<file path="src/rtl/vpp_ts_pkg.sv">
// Shared types and default timing constants for the VPP test-pin switch sequencer.
package vpp_ts_pkg;

    typedef enum logic [2:0] {
        IDLE,
        CONNECT,
        CHECK,
        ACTIVE,
        BREAK,
        DISCH
    } vpp_ts_state_e;

    localparam int DEF_SETTLE_CYC = 16;
    localparam int DEF_TMO_CYC    = 64;
    localparam int DEF_DISCH_CYC  = 8;
    localparam int DEF_CW         = 8;

endpackage

</file>
<file path="src/rtl/vpp_ts_sync2.sv">
// Multi-flop synchronizer for the asynchronous level-sense comparator; all stages reset to 0.
module vpp_ts_sync2 #(
    parameter int STAGES = 2
) (
    input  logic clk_i,
    input  logic srst_i,
    input  logic d_i,
    output logic q_o
);

    logic [STAGES-1:0] sync_q;

    for (genvar gi = 0; gi < STAGES; gi++) begin : g_stage
        if (gi == 0) begin : g_first
            always_ff @(posedge clk_i) begin
                if (srst_i) sync_q[gi] <= 1'b0;
                else        sync_q[gi] <= d_i;
            end
        end else begin : g_rest
            always_ff @(posedge clk_i) begin
                if (srst_i) sync_q[gi] <= 1'b0;
                else        sync_q[gi] <= sync_q[gi-1];
            end
        end
    end

    assign q_o = sync_q[STAGES-1];

endmodule

</file>
<file path="src/rtl/vpp_ts_seq.sv">
// Sequencer that enables, verifies and discharges the VPP test-pin path and
// acknowledges the controller over a four-phase REQ/ACK handshake.
module vpp_ts_seq
    import vpp_ts_pkg::*;
#(
    parameter int SETTLE_CYC = DEF_SETTLE_CYC,
    parameter int TMO_CYC    = DEF_TMO_CYC,
    parameter int DISCH_CYC  = DEF_DISCH_CYC,
    parameter int CW         = DEF_CW
) (
    input  logic CLK,
    input  logic RST,
    input  logic REQ,
    input  logic SENSE,
    output logic ACK,
    output logic VPPTSEN,
    output logic VPPTSDIS,
    output logic BUSY,
    output logic ERR
);

    // The shared down-counter is loaded with N-1 on state entry so the state lasts N cycles.
    localparam logic [CW-1:0] SETTLE_LD = CW'(SETTLE_CYC - 1);
    localparam logic [CW-1:0] TMO_LD    = CW'(TMO_CYC - 1);
    localparam logic [CW-1:0] DISCH_LD  = CW'(DISCH_CYC - 1);

    vpp_ts_state_e state_q;
    logic [CW-1:0] cnt_q;
    logic          ack_q;
    logic          en_q;
    logic          dis_q;
    logic          busy_q;
    logic          err_q;
    logic          sense_s;

    vpp_ts_sync2 #(.STAGES(2)) u_sense_sync (
        .clk_i  (CLK),
        .srst_i (RST),
        .d_i    (SENSE),
        .q_o    (sense_s)
    );

    always_ff @(posedge CLK) begin
        if (RST) begin
            state_q <= IDLE;
            cnt_q   <= '0;
            ack_q   <= 1'b0;
            en_q    <= 1'b0;
            dis_q   <= 1'b0;
            busy_q  <= 1'b0;
            err_q   <= 1'b0;
        end else begin
            case (state_q)
                IDLE: begin
                    if (REQ) begin
                        state_q <= CONNECT;
                        cnt_q   <= SETTLE_LD;
                        en_q    <= 1'b1;
                        busy_q  <= 1'b1;
                        err_q   <= 1'b0;
                    end
                end
                CONNECT: begin
                    if (!REQ) begin
                        state_q <= BREAK;
                        en_q    <= 1'b0;
                    end else if (cnt_q == '0) begin
                        state_q <= CHECK;
                        cnt_q   <= TMO_LD;
                    end else begin
                        cnt_q <= cnt_q - 1'b1;
                    end
                end
                CHECK: begin
                    if (!REQ) begin
                        state_q <= BREAK;
                        en_q    <= 1'b0;
                    end else if (sense_s) begin
                        state_q <= ACTIVE;
                        ack_q   <= 1'b1;
                    end else if (cnt_q == '0) begin
                        state_q <= BREAK;
                        en_q    <= 1'b0;
                        err_q   <= 1'b1;
                    end else begin
                        cnt_q <= cnt_q - 1'b1;
                    end
                end
                ACTIVE: begin
                    // A sagging SENSE here is deliberately not acted upon.
                    if (!REQ) begin
                        state_q <= BREAK;
                        en_q    <= 1'b0;
                    end
                end
                BREAK: begin
                    state_q <= DISCH;
                    cnt_q   <= DISCH_LD;
                    dis_q   <= 1'b1;
                end
                DISCH: begin
                    if (cnt_q == '0) begin
                        state_q <= IDLE;
                        dis_q   <= 1'b0;
                        ack_q   <= 1'b0;
                        busy_q  <= 1'b0;
                    end else begin
                        cnt_q <= cnt_q - 1'b1;
                    end
                end
                default: begin
                    state_q <= IDLE;
                    cnt_q   <= '0;
                    ack_q   <= 1'b0;
                    en_q    <= 1'b0;
                    dis_q   <= 1'b0;
                    busy_q  <= 1'b0;
                end
            endcase
        end
    end

    assign ACK      = ack_q;
    assign VPPTSEN  = en_q;
    assign VPPTSDIS = dis_q;
    assign BUSY     = busy_q;
    assign ERR      = err_q;

endmodule

</file>
<file path="config.mk">
export PLATFORM = sky130hd
export DESIGN_NAME = vpp_ts_seq
export DESIGN_NICKNAME = d
export VERILOG_FILES = /design/src/rtl/vpp_ts_pkg.sv /design/src/rtl/vpp_ts_sync2.sv /design/src/rtl/vpp_ts_seq.sv
export SDC_FILE = /design/constraint.sdc
export NUM_CORES = 1
export LEC_CHECK = 0
export CAP_MARGIN = 30
export CELL_PAD_IN_SITES_DETAIL_PLACEMENT = 1
export CELL_PAD_IN_SITES_GLOBAL_PLACEMENT = 1
export CORE_UTILIZATION = 45
export DETAILED_ROUTE_END_ITERATION = 12
export PLACE_DENSITY = 0.87
export SETUP_SLACK_MARGIN = 0.15
export SYNTH_ARGS = -nofsm -noshare
export SYNTH_HDL_FRONTEND = slang
export SYNTH_SLANG_ARGS = --single-unit
</file>
<file path="constraint.sdc">
create_clock -name CLK -period 4.2 [get_ports CLK]
set_input_delay 0.84 -clock CLK [delete_from_list [all_inputs] [get_ports CLK]]
set_output_delay 0.84 -clock CLK [all_outputs]
set_load 0.005 [all_outputs]
</file>
; ---- Yosys cells after proc, flatten, opt, wreduce, memory -nomap -nowiden
; Index checks and enable logic that the tools add are counted.
[word_totals]
register_bits = 18
input_bits = 4
out_inout_bits = 5
elab_cells = 80
[classes]
add_sub_neg = 1
eq_ne = 18
n_mux = 32
bitwise = 5
reduce_logical = 15
[ops]
columns = op, count
row1 = 8-bit 2-to-1 mux, 6
row2 = 8-bit case mux with 6 select lines, 1
row3 = 3-bit 2-to-1 mux, 8
row4 = 5-bit AND reduction, 4
row5 = 3-bit case mux with 6 select lines, 1
row6 = "2-bit != test, second input constant", 8
row7 = 4-bit OR reduction, 3
row8 = 1-bit 2-to-1 mux, 11
row9 = "3-bit != test, second input constant", 3
row10 = 1-bit case mux with 3 select lines, 3
row11 = 8-bit logical NOT, 1
row12 = "8-bit by 1-bit subtractor with 8-bit output, second input constant", 1
row13 = "3-bit by 2-bit equality test with 1-bit output, second input constant", 2
row14 = "3-bit equality test, second input constant", 2
row15 = 1-bit NOT, 5
row16 = "4-bit by 3-bit != test with 1-bit output, second input constant", 1
row17 = 1-bit case mux with 4 select lines, 1
row18 = 4-bit AND reduction, 1
row19 = 2-bit OR reduction, 2
row20 = "3-bit by 1-bit equality test with 1-bit output, second input constant", 1
row21 = 3-bit logical NOT, 1
row22 = 3-bit AND reduction, 1
row23 = "2-bit by 1-bit != test with 1-bit output, second input constant", 1
row24 = 1-bit case mux with 2 select lines, 1
row25 = other kinds (2), 2

; ---- Longest topological paths before layout
[logic_depth]
word_depth = 5
ltp_mapped = 7
ltp_nobuf = 6

; ---- Cells and area by module
; A second synthesis with hierarchy kept.
[unflattened]
cells_unflattened = 140
area_unflattened_um2 = 1108.6
[modules_own_cells]
columns = module, n_inst, cells_per_inst, area_per_inst_um2, seq_area_each_um2
row1 = vpp_ts_seq, 1, 136, 1056.0, 320.3
row2 = vpp_ts_sync2, 1, 4, 52.6, 40.0

; ---- Least setup slack after synthesis
; No wires, ideal clock.
[synth_path]
path_type = reg2reg
start = register cnt_q[0]
end = register cnt_q[4]
setup_time_ns = 0.070
t_arrival_ns = 1.803
t_required_ns = 4.130
setup_slack_ns = 2.327
path_stages_with_launch = 7
synth_period_minus_slack_ns = 1.873
path_cell_list = dfxtp_1 inv_1 ha_1 or4b_4 buf_6 or4_1 a21oi_1
[synth_between]
elab_chain_len = 5
elab_cells_between_ends = 8
[synth_rtl]
columns = element, line_no
row1 = start: declaration, vpp_ts_seq.sv:28  ; logic [CW-1:0] cnt_q;
row2 = start signal: assignment, vpp_ts_seq.sv:71  ; cnt_q <= cnt_q - 1'b1;
row3 = start signal: assignment, vpp_ts_seq.sv:86  ; cnt_q <= cnt_q - 1'b1;
row4 = start signal: assignment, vpp_ts_seq.sv:108  ; cnt_q <= cnt_q - 1'b1;
row5 = 8-bit by 1-bit subtractor with 8-bit output / 8-bit logical NOT (equally long branches), n/a
row6 = 8-bit 2-to-1 mux, "vpp_ts_seq.sv:81, vpp_ts_seq.sv:102"
row7 = 8-bit 2-to-1 mux, vpp_ts_seq.sv:78  ; end else if (sense_s) begin
row8 = 8-bit 2-to-1 mux, vpp_ts_seq.sv:75  ; if (!REQ) begin
row9 = 8-bit case mux with 6 select lines (*), vpp_ts_seq.sv:53  ; case (state_q)
; Every way passes the cells marked *; elsewhere a longest branch is shown, timed or not. The select of a mux whose other input is x is not followed.
; A chain may end at the register's enable or synchronous reset.

; ---- Final worst setup path
[layout_path]
start = register state_q[1]
end = register cnt_q[3]
[layout_between]
elab_chain_len = 3
elab_cells_between_ends = 13
[layout_rtl]
columns = element, line_no
row1 = start: declaration, vpp_ts_seq.sv:27  ; vpp_ts_state_e state_q;
row2 = start signal: assignment, vpp_ts_seq.sv:45  ; state_q <= IDLE;
row3 = start signal: assignment, vpp_ts_seq.sv:56  ; state_q <= CONNECT;
row4 = start signal: assignment, vpp_ts_seq.sv:65  ; state_q <= BREAK;
row5 = 3-bit by 2-bit equality test with 1-bit output (tied with other cells), vpp_ts_seq.sv:53
row6 = 2-bit != test (no source line) / 1-bit NOT (equally long branches), n/a
row7 = 5-bit AND reduction (no source line), n/a
; Several ways; a longest one is shown, not always the timed one.

==> flow_results.xml <==
<?xml version="1.0" encoding="UTF-8"?>
<metrics>
  <group name="status">
    <metric name="status" unit="">finished clean</metric>
  </group>
  <group name="global_routing">
    <metric name="initial_antenna_violation_count" unit="">0</metric>
    <metric name="grt_pass1_vias" unit="">1067</metric>
    <metric name="largest_net_degree_at_the_start_of_global_routing" unit="">26</metric>
    <metric name="grt_overflow" unit="">0</metric>
    <metric name="grt_pass1_wl" unit="µm">5140</metric>
    <metric name="track_usage" unit="%">24.55</metric>
  </group>
  <group name="synthesis">
    <metric name="async_flop_share" unit="%">0</metric>
    <metric name="synth.ff_latch_count" unit="">18</metric>
    <metric name="synth-seq-area-share" unit="%">29.81</metric>
    <metric name="synth_cell_type_count" unit="">50</metric>
    <metric name="synth_edf_count" unit="">0</metric>
    <metric name="ys_warn_count" unit="">0</metric>
    <metric name="synthFlopType" unit="">dfxtp_1</metric>
    <metric name="avgSynthCellArea" unit="µm²">8.167</metric>
    <metric name="synthesis.nets" unit="">153</metric>
    <metric name="synthesis.instances" unit="">148</metric>
    <metric name="syn_area" unit="µm²">1209</metric>
  </group>
  <group name="clock_tree">
    <metric name="cts-resized-gates" unit="">0</metric>
    <metric name="clk_pin_slew_worst_paths" unit="ns">0.12</metric>
    <metric name="post_cts_setup_buffers" unit="">0</metric>
    <metric name="cts_tree" unit="">yes</metric>
    <metric name="ctsRootBufferMaster" unit="">clkbuf_4</metric>
    <metric name="clock_sinks" unit="">18</metric>
    <metric name="ctsHtreeMaxLevel" unit="">1</metric>
    <metric name="clk_latency" unit="ns">0.30</metric>
    <metric name="hold_buffers" unit="">0</metric>
    <metric name="numCtsBuffers" unit="">3</metric>
    <metric name="ctsLongestPathBuffers" unit="">2</metric>
  </group>
  <group name="critical_path">
    <metric name="setup.reg_to_reg.worst_slack" unit="ns">1.81</metric>
    <metric name="crit_start" unit="">state_q[1]</metric>
    <metric name="worstSetupEndpointType" unit="">flop</metric>
    <metric name="crit_path_max_incr_delay" unit="ns">0.82</metric>
    <metric name="critical_path.slowest_cell" unit="">dfxtp_1</metric>
    <metric name="required" unit="ns">4.46</metric>
    <metric name="worstSetupPathType" unit="">reg2reg</metric>
    <metric name="startpoint_type" unit="">flop</metric>
    <metric name="crit_path_cell_trace" unit="">or3b_2 -&gt; a211o_2 -&gt; a21oi_1 -&gt; a22o_2</metric>
    <metric name="critical_path_peak_fanout" unit="">25</metric>
    <metric name="worst_ep_arrival_time" unit="ns">2.65</metric>
    <metric name="critical_path.reg2reg.startpoint" unit="">state_q[1]</metric>
    <metric name="crit_path_leading_delay_family" unit="">compound AO/OA/AOI/OAI gates</metric>
    <metric name="critical_path.n_buffers_inverters" unit="">0</metric>
  </group>
  <group name="cells_and_area">
    <metric name="finish.utilization" unit="%">50.55</metric>
    <metric name="stdcell_area" unit="µm²">1264</metric>
    <metric name="num_antenna_cells" unit="">0</metric>
    <metric name="flow.area_growth_from_synthesis" unit="%">4.555</metric>
    <metric name="design.final.nets" unit="">153</metric>
    <metric name="layout-drive-gt1-share" unit="%">8.163</metric>
  </group>
  <group name="min_path">
    <metric name="holdCritPathClass" unit="">reg2reg</metric>
    <metric name="timing.hold.worst.start" unit="">u_sense_sync.sync_q[0]</metric>
  </group>
  <group name="placement">
    <metric name="placement.cell_area" unit="µm²">1227</metric>
    <metric name="io_buffers" unit="">8</metric>
    <metric name="dp_hpwl" unit="µm">2195</metric>
    <metric name="place_worst_setup_slack" unit="ns">1.599</metric>
    <metric name="gp_congestion" unit="">0.8563</metric>
  </group>
  <group name="routing">
    <metric name="avgRoutedWirePerCell" unit="µm">18.10</metric>
    <metric name="starting_drt_drc_count" unit="">33</metric>
    <metric name="drc" unit="">0</metric>
    <metric name="final_antenna_net_count" unit="">0</metric>
    <metric name="totalWireLength" unit="µm">3203</metric>
    <metric name="vias" unit="">1193</metric>
    <metric name="drt_first_pass_iters" unit="">4</metric>
    <metric name="detail_routed_via_count_per_cell" unit="">6.740</metric>
  </group>
  <group name="timing">
    <metric name="drv_slew" unit="">0</metric>
    <metric name="final_period_minus_worst_setup_slack" unit="ns">2.394</metric>
    <metric name="worst_clock_skew" unit="ns">0.006857</metric>
    <metric name="timing.final.crit_share" unit="%">57.00</metric>
    <metric name="timing.setup.tns" unit="ns">0</metric>
    <metric name="setup_repair_after_global_routing_missed_its_margin" unit="">no</metric>
    <metric name="finalHoldViolCount" unit="">0</metric>
    <metric name="finalSetupViolCount" unit="">0</metric>
    <metric name="max_slew_margin" unit="%">33.73</metric>
    <metric name="tightestPinTransition" unit="ns">0.9864</metric>
    <metric name="fin_ws" unit="ns">1.806</metric>
    <metric name="timing.fmax" unit="MHz">417.7</metric>
  </group>
  <group name="power">
    <metric name="leakage" unit="nW">0.4299</metric>
    <metric name="vdd_ir_max" unit="V">0.0003890</metric>
    <metric name="power_density" unit="nW/µm²">797.2</metric>
  </group>
  <group name="floorplanning">
    <metric name="top_level_ports" unit="">9</metric>
    <metric name="die_ar" unit="µm²">2897</metric>
    <metric name="core" unit="µm²">2500</metric>
    <metric name="floorplan.initialDensity" unit="%">48.35</metric>
    <metric name="die_height" unit="µm">53.83</metric>
    <metric name="die_w" unit="µm">53.83</metric>
    <metric name="row_count" unit="">18</metric>
  </group>
  <group name="run">
    <metric name="max_cap_viol_count" unit="">0</metric>
  </group>
</metrics>
[placed cells by master, fill, tap and decap left out, types with 2 or more instances in the layout]
cell             Yosys  routed
inv_1                4       4
nand2_1              3       3
nor3_1               5       5
xor2_1               2       2
dfxtp_1             18      18
nand3b_1             2       2
nand2b_1             3       3
a22oi_1              2       2
a22o_1               2       2
nor2_1              14      14
a21o_1               3       3
nor4_1               4       4
a31oi_1              3       3
a21oi_1             13      13
nor3b_1              2       2
o211ai_1             2       2
or3_1                3       3
a211oi_1             4       4
nor2b_1              5       5
nand3_1              4       4
o21ai_0             10      10
clkdlybuf4s50_1      0       8
o221ai_1             2       2
clkbuf_4             0       3
[synth_stat cells, types with 3 or more instances]
library cell | n | area, µm²
o21ai_0 | 10 | 50.05
nand3_1 | 4 | 20.02
nor3_1 | 5 | 25.02
dfxtp_1 | 18 | 360.4
nor2b_1 | 5 | 31.28
nor2_1 | 14 | 52.55
clkbuf_1 | 7 | 26.28
a21oi_1 | 13 | 65.06
a211oi_1 | 4 | 30.03
nand2_1 | 3 | 11.26
or3_1 | 3 | 18.77
inv_1 | 4 | 15.01
nor4_1 | 4 | 25.02
a21o_1 | 3 | 22.52
nand2b_1 | 3 | 18.77
a31oi_1 | 3 | 18.77
buf_6 | 4 | 45.04
[kinds of logic after synthesis]
family / Yosys count / synth area share, %
compound gates: 57 / 32.82
xor+xnor: 2 / 1.450
buf+inv: 17 / 9.420
fa+ha+maj: 1 / 1.035
flops: 18 / 29.81
simple gates: 53 / 25.47
[routing by layer]
metal / up-vias / part of all wire [%] / wire length, µm / GRT usage, %
met5: - / 0 / 0 / 0
met4: 0 / 0.72 / 23 / 6.579
met3: 4 / 4.0 / 128 / 3.672
met2: 34 / 49 / 1567 / 42.59
met1: 594 / 46 / 1484 / 31.09
li1: 561 / - / - / -
[worst register-to-register path, delay by kind of cell (launching register included)]
kind            cells  cell delay, ns
simple gates        1            0.58
compound gates      3            0.94
flops               1            0.82
[flip-flops by register name (all words and copies together), names as in the netlist]
signal,count
VPPTSEN,1
cnt_q,8
state_q,3
BUSY,1
ACK,1
VPPTSDIS,1
ERR,1
u_sense_sync.q_o,1
u_sense_sync.sync_q,1
[report_power, final]
group,total [mW],internal (mW),switching [mW]
Combinational,0.547,0.243,0.304
Sequential,0.348,0.225,0.122
Clock,0.113,0.0529,0.0598
Total,1.01,0.522,0.486
[path summary, 6_finish.rpt]
kind / to / cells past startpoint
setup / recovery: cnt_q[3] / 4
hold / removal: u_sense_sync.q_o / 1
setup reg to reg: cnt_q[3] / 4
hold reg to reg: u_sense_sync.q_o / 1
[area by class of cell]
| class | instances | area [µm²] |
|---|---|---|
| Clock buffer | 4 | 36.28 |
| Inverter | 4 | 15.01 |
| Timing Repair Buffer | 8 | 80.08 |
| Tap cell | 30 | 37.54 |
| Fill cell | 312 | 1236 |
| Multi-Input combinational cell | 113 | 734.5 |
| Sequential cell | 18 | 360.3 |
[stage by stage]
step | power, mW | instances | hold slack (ns)
after floorplan | 0.7802 | 148 | 0.4138
after global placement | 0.8659 | 173 | 0.4250
after detailed placement | 0.8869 | 173 | 0.4450
after CTS | 0.9992 | 177 | 0.4654
after global routing | 1.087 | 177 | 0.4769
final | 1.007 | 177 | 0.4611
(Power assumes the default switching activity.)
